**config.mk**
```make
export PLATFORM = sky130hd
export DESIGN_NAME = vga_sync_recover
export DESIGN_NICKNAME = d
export VERILOG_FILES = /design/src/rtl/vga_timing_pkg.sv /design/src/rtl/sync_edge_detect.sv /design/src/rtl/vga_sync_recover.sv
export SDC_FILE = /design/constraint.sdc
export NUM_CORES = 1
export LEC_CHECK = 0
export BUFFER_PORTS_ARGS = -buffer_cell sky130_fd_sc_hd__buf_2
export CAP_MARGIN = 5
export CORE_ASPECT_RATIO = 0.9
export CORE_MARGIN = 1.5
export CORE_UTILIZATION = 63
export CTS_BUF_LIST = sky130_fd_sc_hd__clkbuf_2
export DETAILED_ROUTE_END_ITERATION = 10
export PLACE_DENSITY = 0.87
export SLEW_MARGIN = 15
export SYNTH_ARGS = -nofsm -noshare
export SYNTH_HDL_FRONTEND = slang
export SYNTH_SLANG_ARGS = --single-unit
```
**constraint.sdc**
```tcl
create_clock -name pixel_clk -period 3.9 [get_ports pixel_clk]
set_input_delay 0.39 -clock pixel_clk [delete_from_list [all_inputs] [get_ports pixel_clk]]
set_output_delay 0.39 -clock pixel_clk [all_outputs]
set_load 0.02 [all_outputs]
```
**src/rtl/vga_timing_pkg.sv**
```systemverilog
// Shared 640x480@60 timing constants, counter width and lock-state encoding
// used by both the VGA timing generator and the sync recovery block.
package vga_timing_pkg;

  localparam int CNT_W = 13;

  localparam int VGA_H_VISIBLE = 640;
  localparam int VGA_H_FPORCH  = 16;
  localparam int VGA_H_SYNC    = 96;
  localparam int VGA_H_BPORCH  = 48;
  localparam int VGA_H_FP_END  = VGA_H_VISIBLE + VGA_H_FPORCH;
  localparam int VGA_H_TOTAL   = VGA_H_FP_END + VGA_H_SYNC + VGA_H_BPORCH;

  localparam int VGA_V_VISIBLE = 480;
  localparam int VGA_V_FPORCH  = 10;
  localparam int VGA_V_SYNC    = 2;
  localparam int VGA_V_BPORCH  = 33;
  localparam int VGA_V_FP_END  = VGA_V_VISIBLE + VGA_V_FPORCH;
  localparam int VGA_V_TOTAL   = VGA_V_FP_END + VGA_V_SYNC + VGA_V_BPORCH;

  typedef logic [CNT_W-1:0] cnt_t;

  typedef enum logic [1:0] {
    UNLOCKED = 2'd0,
    ACQUIRE  = 2'd1,
    LOCKED   = 2'd2
  } sync_state_e;

  // Wrapping increment shared by the horizontal and vertical counters.
  function automatic cnt_t cnt_step(input cnt_t cur, input cnt_t last);
    return (cur == last) ? '0 : cur + cnt_t'(1);
  endfunction

endpackage

```
**src/rtl/sync_edge_detect.sv**
```systemverilog
// Registers one incoming sync pin and reports its inactive-to-active edge,
// both as a look-ahead (for loading counters) and aligned with the register.
module sync_edge_detect #(
  parameter bit ACTIVE_LOW = 1'b1
) (
  input  logic clk_i,
  input  logic rst_ni,
  input  logic sync_i,
  output logic level_o,
  output logic edge_next_o,
  output logic edge_o
);

  logic sample_q;
  logic edge_q;
  logic pin_active;
  logic reg_active;

  assign pin_active = sync_i ^ ACTIVE_LOW;
  assign reg_active = sample_q ^ ACTIVE_LOW;

  // High in the cycle before the registered level first shows active.
  assign edge_next_o = pin_active & ~reg_active;

  always_ff @(posedge clk_i) begin
    if (!rst_ni) begin
      sample_q <= ACTIVE_LOW;
      edge_q   <= 1'b0;
    end else begin
      sample_q <= sync_i;
      edge_q   <= edge_next_o;
    end
  end

  assign level_o = sample_q;
  assign edge_o  = edge_q;

endmodule

```
**src/rtl/vga_sync_recover.sv**
```systemverilog
// Rebuilds hcnt/vcnt and the visible-area flag from an incoming hsync/vsync
// pair, and tracks whether the source timing is locked.
module vga_sync_recover
  import vga_timing_pkg::*;
#(
  parameter int H_VISIBLE       = VGA_H_VISIBLE,
  parameter int H_FPORCH        = VGA_H_FPORCH,
  parameter int H_SYNC          = VGA_H_SYNC,
  parameter int H_BPORCH        = VGA_H_BPORCH,
  parameter int V_VISIBLE       = VGA_V_VISIBLE,
  parameter int V_FPORCH        = VGA_V_FPORCH,
  parameter int V_SYNC          = VGA_V_SYNC,
  parameter int V_BPORCH        = VGA_V_BPORCH,
  parameter int SYNC_ACTIVE_LOW = 1,
  parameter int LOCK_FRAMES     = 2,
  parameter int TIMEOUT_LINES   = 2
) (
  input  logic              pixel_clk,
  input  logic              rst,
  input  logic              hsync_in,
  input  logic              vsync_in,
  output logic [CNT_W-1:0]  hcnt,
  output logic [CNT_W-1:0]  vcnt,
  output logic              visible_area,
  output logic              hsync_out,
  output logic              vsync_out,
  output logic              frame_start,
  output logic              locked,
  output logic [7:0]        err_count,
  output sync_state_e       state_dbg
);

  localparam int H_FP_END = H_VISIBLE + H_FPORCH;
  localparam int H_TOTAL  = H_FP_END + H_SYNC + H_BPORCH;
  localparam int V_FP_END = V_VISIBLE + V_FPORCH;
  localparam int V_TOTAL  = V_FP_END + V_SYNC + V_BPORCH;

  localparam cnt_t H_LAST = cnt_t'(H_TOTAL - 1);
  localparam cnt_t V_LAST = cnt_t'(V_TOTAL - 1);
  localparam cnt_t H_LOAD = cnt_t'(H_FP_END);
  localparam cnt_t V_LOAD = cnt_t'(V_FP_END);
  localparam cnt_t H_VIS  = cnt_t'(H_VISIBLE);
  localparam cnt_t V_VIS  = cnt_t'(V_VISIBLE);

  localparam int TO_LIMIT = TIMEOUT_LINES * H_TOTAL;
  localparam int TO_W     = $clog2(TO_LIMIT + 1);
  localparam int GOOD_W   = $clog2(LOCK_FRAMES + 1);

  localparam logic [TO_W-1:0]   TO_MAX      = TO_W'(TO_LIMIT);
  localparam logic [GOOD_W-1:0] GOOD_TARGET = GOOD_W'(LOCK_FRAMES);
  localparam bit                ACT_LOW     = (SYNC_ACTIVE_LOW != 0);

  logic h_edge_next, h_edge;
  logic v_edge_next, v_edge;

  cnt_t hcnt_q, hcnt_d, h_free;
  cnt_t vcnt_q, vcnt_d, v_free;
  logic mis_q, mis_d;

  sync_state_e       state_q, state_d;
  logic [GOOD_W-1:0] good_q, good_d, good_inc;
  logic              clean_q, clean_d;
  logic [TO_W-1:0]   to_q, to_d;
  logic              timeout;
  logic [7:0]        err_q, err_d;
  logic              visible_q, visible_d;
  logic              fs_q, fs_d;

  sync_edge_detect #(.ACTIVE_LOW(ACT_LOW)) u_hsync_det (
    .clk_i       (pixel_clk),
    .rst_ni      (rst),
    .sync_i      (hsync_in),
    .level_o     (hsync_out),
    .edge_next_o (h_edge_next),
    .edge_o      (h_edge)
  );

  sync_edge_detect #(.ACTIVE_LOW(ACT_LOW)) u_vsync_det (
    .clk_i       (pixel_clk),
    .rst_ni      (rst),
    .sync_i      (vsync_in),
    .level_o     (vsync_out),
    .edge_next_o (v_edge_next),
    .edge_o      (v_edge)
  );

  // Counters load on the look-ahead edge so the loaded value appears in the
  // same cycle the registered sync first shows active. The mismatch verdict
  // is registered so the FSM consumes it alongside the aligned edge pulse.
  always_comb begin
    h_free = cnt_step(hcnt_q, H_LAST);
    v_free = (hcnt_q == H_LAST) ? cnt_step(vcnt_q, V_LAST) : vcnt_q;
    hcnt_d = h_edge_next ? H_LOAD : h_free;
    vcnt_d = v_edge_next ? V_LOAD : v_free;
    mis_d  = (h_edge_next && (h_free != H_LOAD)) ||
             (v_edge_next && (v_free != V_LOAD));
  end

  assign timeout  = (to_q == TO_MAX);
  assign good_inc = good_q + GOOD_W'(1);

  always_comb begin
    state_d = state_q;
    good_d  = good_q;
    clean_d = clean_q;
    err_d   = err_q;
    to_d    = to_q;

    if (h_edge) begin
      to_d = '0;
    end else if (!timeout) begin
      to_d = to_q + TO_W'(1);
    end

    unique case (state_q)
      UNLOCKED: begin
        if (v_edge) begin
          state_d = ACQUIRE;
          good_d  = '0;
          clean_d = 1'b1;
        end
      end
      ACQUIRE: begin
        if (v_edge) begin
          // Each vsync edge closes one frame interval and opens the next.
          clean_d = 1'b1;
          if (mis_q) begin
            good_d = '0;
          end else if (clean_q) begin
            good_d = good_inc;
            if (good_inc == GOOD_TARGET) begin
              state_d = LOCKED;
            end
          end
        end else if (mis_q) begin
          good_d  = '0;
          clean_d = 1'b0;
        end
      end
      LOCKED: begin
        if (mis_q) begin
          state_d = UNLOCKED;
        end
      end
      default: state_d = UNLOCKED;
    endcase

    if (timeout) begin
      state_d = UNLOCKED;
    end

    if (mis_q && (state_q != UNLOCKED) && (err_q != 8'hFF)) begin
      err_d = err_q + 8'd1;
    end

    visible_d = (state_d == LOCKED) && (hcnt_d < H_VIS) && (vcnt_d < V_VIS);
    fs_d      = (state_d == LOCKED) && (hcnt_d == '0) && (vcnt_d == '0);
  end

  always_ff @(posedge pixel_clk) begin
    if (!rst) begin
      hcnt_q    <= '0;
      vcnt_q    <= '0;
      mis_q     <= 1'b0;
      state_q   <= UNLOCKED;
      good_q    <= '0;
      clean_q   <= 1'b0;
      to_q      <= '0;
      err_q     <= '0;
      visible_q <= 1'b0;
      fs_q      <= 1'b0;
    end else begin
      hcnt_q    <= hcnt_d;
      vcnt_q    <= vcnt_d;
      mis_q     <= mis_d;
      state_q   <= state_d;
      good_q    <= good_d;
      clean_q   <= clean_d;
      to_q      <= to_d;
      err_q     <= err_d;
      visible_q <= visible_d;
      fs_q      <= fs_d;
    end
  end

  assign hcnt         = hcnt_q;
  assign vcnt         = vcnt_q;
  assign locked       = (state_q == LOCKED);
  assign visible_area = visible_q;
  assign frame_start  = fs_q;
  assign err_count    = err_q;
  assign state_dbg    = state_q;

endmodule

```
---- Yosys cells after proc, flatten, opt, wreduce, memory -nomap -nowiden ----
Cells that the tools add are included.
cells by class
  $add $sub $neg .......................... 5
  magnitude comparators ................... 2
  equality and inequality tests ........... 13
  muxes and demuxes ....................... 23
  bitwise operators ....................... 5
  reductions and logical operators ........ 17
operators with widths
  kind                                                                        count
  13-bit two-way mux                                                          5
  13-bit by 1-bit adder with 13-bit output (second input constant)            2
  13-bit by 10-bit equality test with 1-bit output (second input constant)    2
  13-bit zero test                                                            2
  2-bit two-way mux                                                           12
  13-bit by 10-bit < comparator with 1-bit output (second input constant)     1
  13-bit by 9-bit < comparator with 1-bit output (second input constant)      1
  13-bit by 10-bit inequality test with 1-bit output (second input constant)  1
  13-bit by 9-bit inequality test with 1-bit output (second input constant)   1
  11-bit by 1-bit adder with 11-bit output (second input constant)            1
  11-bit equality test (second input constant)                                1
  8-bit by 1-bit adder with 8-bit output (second input constant)              1
  1-bit logical AND                                                           8
  8-bit inequality test (second input constant)                               1
  2-bit equality test (second input constant)                                 3
  2-bit one-hot mux with 3 select lines                                       1
  2-bit one-hot mux with 2 select lines                                       1
  4-bit AND reduction                                                         1
  2-bit nonzero test                                                          2
  1-bit two-way mux                                                           3
  3-bit by 2-bit inequality test with 1-bit output (second input constant)    1
  3-bit inequality test (second input constant)                               1
  1-bit NOT                                                                   3
  3-bit AND reduction                                                         1
  other kinds (8)                                                             9
storage, ports and cells
  bits in registers ....................... 57
  output and inout bits ................... 41
  logic and storage cells ................. 79

---- Depth between registers and ports, before layout ----
  depth in word-level cells ............... 11
  mapped depth ............................ 10

---- Modules after synthesis ----
From an unflattened synthesis, not the netlist that was laid out.
second synthesis, totals
  cell total of the unflattened synthesis .. 363
  area, all modules ....................... 3111.7 µm²
modules (own cells, without submodules)
  module            instances  cells each  area each (µm²)
  vga_sync_recover  1          353         2981.6
  sync_edge_detect  2          5           65.1

---- Worst setup path after synthesis ----
OpenSTA, ideal clock, no wires.
  kind .................................... reg2reg
  start ................................... register hcnt_q[0], in the netlist hcnt[0]
  end ..................................... register fs_q, in the netlist frame_start
  library setup time ...................... 88 ps
  arrival ................................. 2690 ps
  path slack .............................. 1122 ps
  stages on the path, launching flop included .. 10
  buffers on the path ..................... 1
  cell sequence ........................... dfxtp_1 -> ha_1 -> and4_1 -> buf_6 -> nand4_2 -> or4_4 -> mux2_4 -> nand3_2 -> a211o_1 -> nor4_2
between the ends
  longest elaborated chain between the ends .. 6
RTL lines
  what                                                                                                                 RTL line                                      source
  from (decl)                                                                                                          vga_sync_recover.sv:56                        cnt_t hcnt_q, hcnt_d, h_free;
  from (signal assigned)                                                                                               vga_sync_recover.sv:173                       hcnt_q <= hcnt_d;
  13-bit by 1-bit adder with 13-bit output / 13-bit by 10-bit equality test with 1-bit output (equally long branches)  vga_timing_pkg.sv:31, vga_sync_recover.sv:92
  13-bit two-way mux                                                                                                   vga_timing_pkg.sv:31                          return (cur == last) ? '0 : cur + cnt_t'(1);
  13-bit two-way mux                                                                                                   vga_sync_recover.sv:93                        hcnt_d = h_edge_next ? H_LOAD : h_free;
  13-bit zero test                                                                                                     vga_sync_recover.sv:157                       fs_d = (state_d == LOCKED) && (hcnt_d == '0) && (vcnt_d == '0);
  1-bit logical AND                                                                                                    vga_sync_recover.sv:157
  1-bit logical AND *                                                                                                  vga_sync_recover.sv:157
  to (signal assigned)                                                                                                 vga_sync_recover.sv:182                       fs_q <= fs_d;
  to (decl)                                                                                                            vga_sync_recover.sv:67                        logic fs_q, fs_d;
Mark *: on every way between the ends. The rest lies on a longest branch, timed or not.
A chain may end at the register's enable or synchronous reset.

---- Worst setup path in the final report ----
Ends and elaborated chain as after synthesis.

==> qor.yml <==
startpoint_type: "flop"
num_rows: 23
grt.busiest_layer: "met2"
yosys-top-cells-area: "dfxtp_1, nor2_1, xor2_1, nand2_1, a21oi_1"
tightestPinTransition_ns: 0.660
arrival_ns: 3.39
use_met3: 0.105
postCtsSetupRepairBufs: 0
synth_edf_count: 0
postCtsResizedCells: 0
cts.sinks: 57
wl_per_cell_um: 14.0
synth_area_sq_mm: 0.00297
vias: 2733
grt_use_met2: 0.454
wirelength_um: 6580
end_kind: "flop"
mostFrequentLayoutCells: "dfxtp_1, nor2_1, buf_2, nand2_1, a21oi_1"
vias_per_cell: 5.81
synth_top_flop_cell: "dfxtp_1"
p_per_area_mw_per_mm2: 332
hold-worst-slack_ns: 0.0983
drt_iter0_drc: 128
cts_buffers: 9
met1_usage: 0.333
portBuffers: 44
postCtsHoldBufs: 0
crit_path_max_fanout: 7
fmax_mhz: 340
finalWeightedCongestion: 0.932
die_area_sq_mm: 0.00513
nNetsFinal: 414
crit_end: "frame_start$_SDFF_PN0_"
yosys_warnings: 0
synth_cells: 362
avgSynthCellArea_sq_um: 8.19
dp_slack_ns: 1.01
cts-htree-levels: 3
status: "complete, no violations"
min_path_cells: 2
areaGrowthSynthToFinish_pct: 10.9
clkLatencyLatePin_ns: 0.51
crit_start: "hcnt[0]$_SDFF_PN0_"
drtAntennaViolNets: 0
drt_drc_violations_left: 0
fin_crit_sh: 0.755
ys_seq_elements: 57
max_cap_viol_count: 0
diodes: 0
r2r-start: "hcnt[0]$_SDFF_PN0_"
r2r_setup_slack_ns: 0.96
rsz0062_at_grt: "no"
synth_top_area_frac: 0.385
final_common_cell: "dfxtp_1"
setup_ws_ns: 0.957
clock_path_buffers: 2
start_util: 0.661
grtUsageTotal: 0.276
grt_pass1_wl_um: 10600
required_ns: 4.34
maxSlewHeadroom: 0.559
die_w_um: 75.3
grt-ovfl-total: 0
hold_viol: 0
async_flop_share: 0
finalCriticalPeriod_ns: 2.94
grt_pass1_vias: 2404
place_hpwl_um: 4730
io_pins: 45
setup_tns_ns: 0
drive_gt1_frac: 0.184
setup_violations: 0
fin_skew_ns: 0.0283
core-area_sq_mm: 0.00449
ir_drop_v: 0.000279
antenna_found_initial: 0
slew_violations: 0
dr.pass1.iters: 5
reg2reg_to: "frame_start$_SDFF_PN0_"
cts_tree: "built"
clockRootBuffer: "clkbuf_2"
hp-class: "in2reg"
ys_seq_area_frac: 0.385
power.leakage_nw: 1.30
yosysUniqueCellTypes: 50
fp.dieH_um: 68.1
rr_worst_depth: 8
clkTransAtPathRegs_ns: 0.18
grt_max_degree: 21
worstSetupPathType: "reg2reg"
synth_top_area_cell: "dfxtp_1"
synth_fp_nets: 373
## metal layers
metal / wire (um) / vias to the layer above
met5: 0 / -
met4: 122 / 0
met3: 475 / 14
met2: 3140 / 117
met1: 2850 / 1245
li1: - / 1357
## power breakdown
group          switching [mW]  leakage [nW]  internal [mW]
logic                  0.0617         0.766         0.0359
clock network           0.227        0.0654          0.146
registers              0.0240         0.464          0.599
total                   0.313          1.30          0.781
## critical path: stages, from the launching register on
cell and delay, ns:
dfxtp_1 0.46, ha_1 0.31, and4_1 0.39, nand4_2 0.21
or4_4 0.62, mux2_4 0.22, nand3_2 0.08, a211o_1 0.34
nor4_2 0.26
## cells in the mapped netlist (4+ instances only)
| cell type | number |
|---|---|
| buf_2 | 6 |
| nand4_1 | 11 |
| nand3_1 | 19 |
| xor2_1 | 16 |
| nand2_1 | 35 |
| dfxtp_1 | 57 |
| a21oi_1 | 25 |
| xnor2_1 | 14 |
| and3_1 | 5 |
| nor2_1 | 51 |
| mux2i_1 | 4 |
| inv_1 | 18 |
| clkbuf_1 | 5 |
| nor3_1 | 11 |
| ha_1 | 7 |
| and4_1 | 4 |
| o21ai_0 | 12 |
| or3_1 | 6 |
| nand2b_1 | 7 |
## flip-flops by register name, indices dropped and copies added, names as in the netlist
signal / flops
u_hsync_det.edge_o: 1
visible_area: 1
to_q: 11
vcnt: 13
mis_q: 1
u_hsync_det.level_o: 1
good_q: 2
state_dbg: 2
hcnt: 13
clean_q: 1
err_count: 8
u_vsync_det.level_o: 1
frame_start: 1
u_vsync_det.edge_o: 1
## area by class of cell
cell class / count / area (sq um)
clock inverter: 6 / 58.8
sequential: 57 / 1140
tap: 62 / 77.6
timing repair buffer: 44 / 220
clock buffer: 10 / 50.0
fill: 364 / 1200
multi-input combinational: 273 / 1670
inverter: 18 / 67.6
## worst min path at each step
stage                                              start  slack, ns                              to
after global placement    u_vsync_det.level_o$_SDFF_PN1_       0.47   u_vsync_det.edge_o$_SDFF_PN0_
after floorplan                   good_q[1]$_SDFFE_PN0P_       0.46          good_q[1]$_SDFFE_PN0P_
final                                           hsync_in        0.1  u_hsync_det.level_o$_SDFF_PN1_
after detailed placement  u_hsync_det.level_o$_SDFF_PN1_       0.48   u_hsync_det.edge_o$_SDFF_PN0_
after global routing                            vsync_in       0.07  u_vsync_det.level_o$_SDFF_PN1_
after CTS                                       hsync_in       0.08  u_hsync_det.level_o$_SDFF_PN1_
## cell families after synthesis
| group | share of synthesized area |
|---|---|
| and+or+nand+nor | 0.311 |
| DFF | 0.385 |
| AOI/OAI and AO/OA | 0.109 |
| buffers and inverters | 0.0506 |
| xor gates and xnor gates | 0.0886 |
| muxes | 0.0262 |
| adders and majority gates | 0.0295 |
## metrics by stage
stage          power [mW]  std cells   util  area (sq um)
2_1_floorplan       0.701        362      -          2970
3_3_place_gp        0.728        454  0.708          3180
3_5_place_dp        0.731        454  0.708          3180
4_1_cts              1.10        470  0.733          3290
5_1_grt              1.14        470  0.733          3290
6_report             1.09        470  0.733          3290
Power figures use the tool's default switching activity.
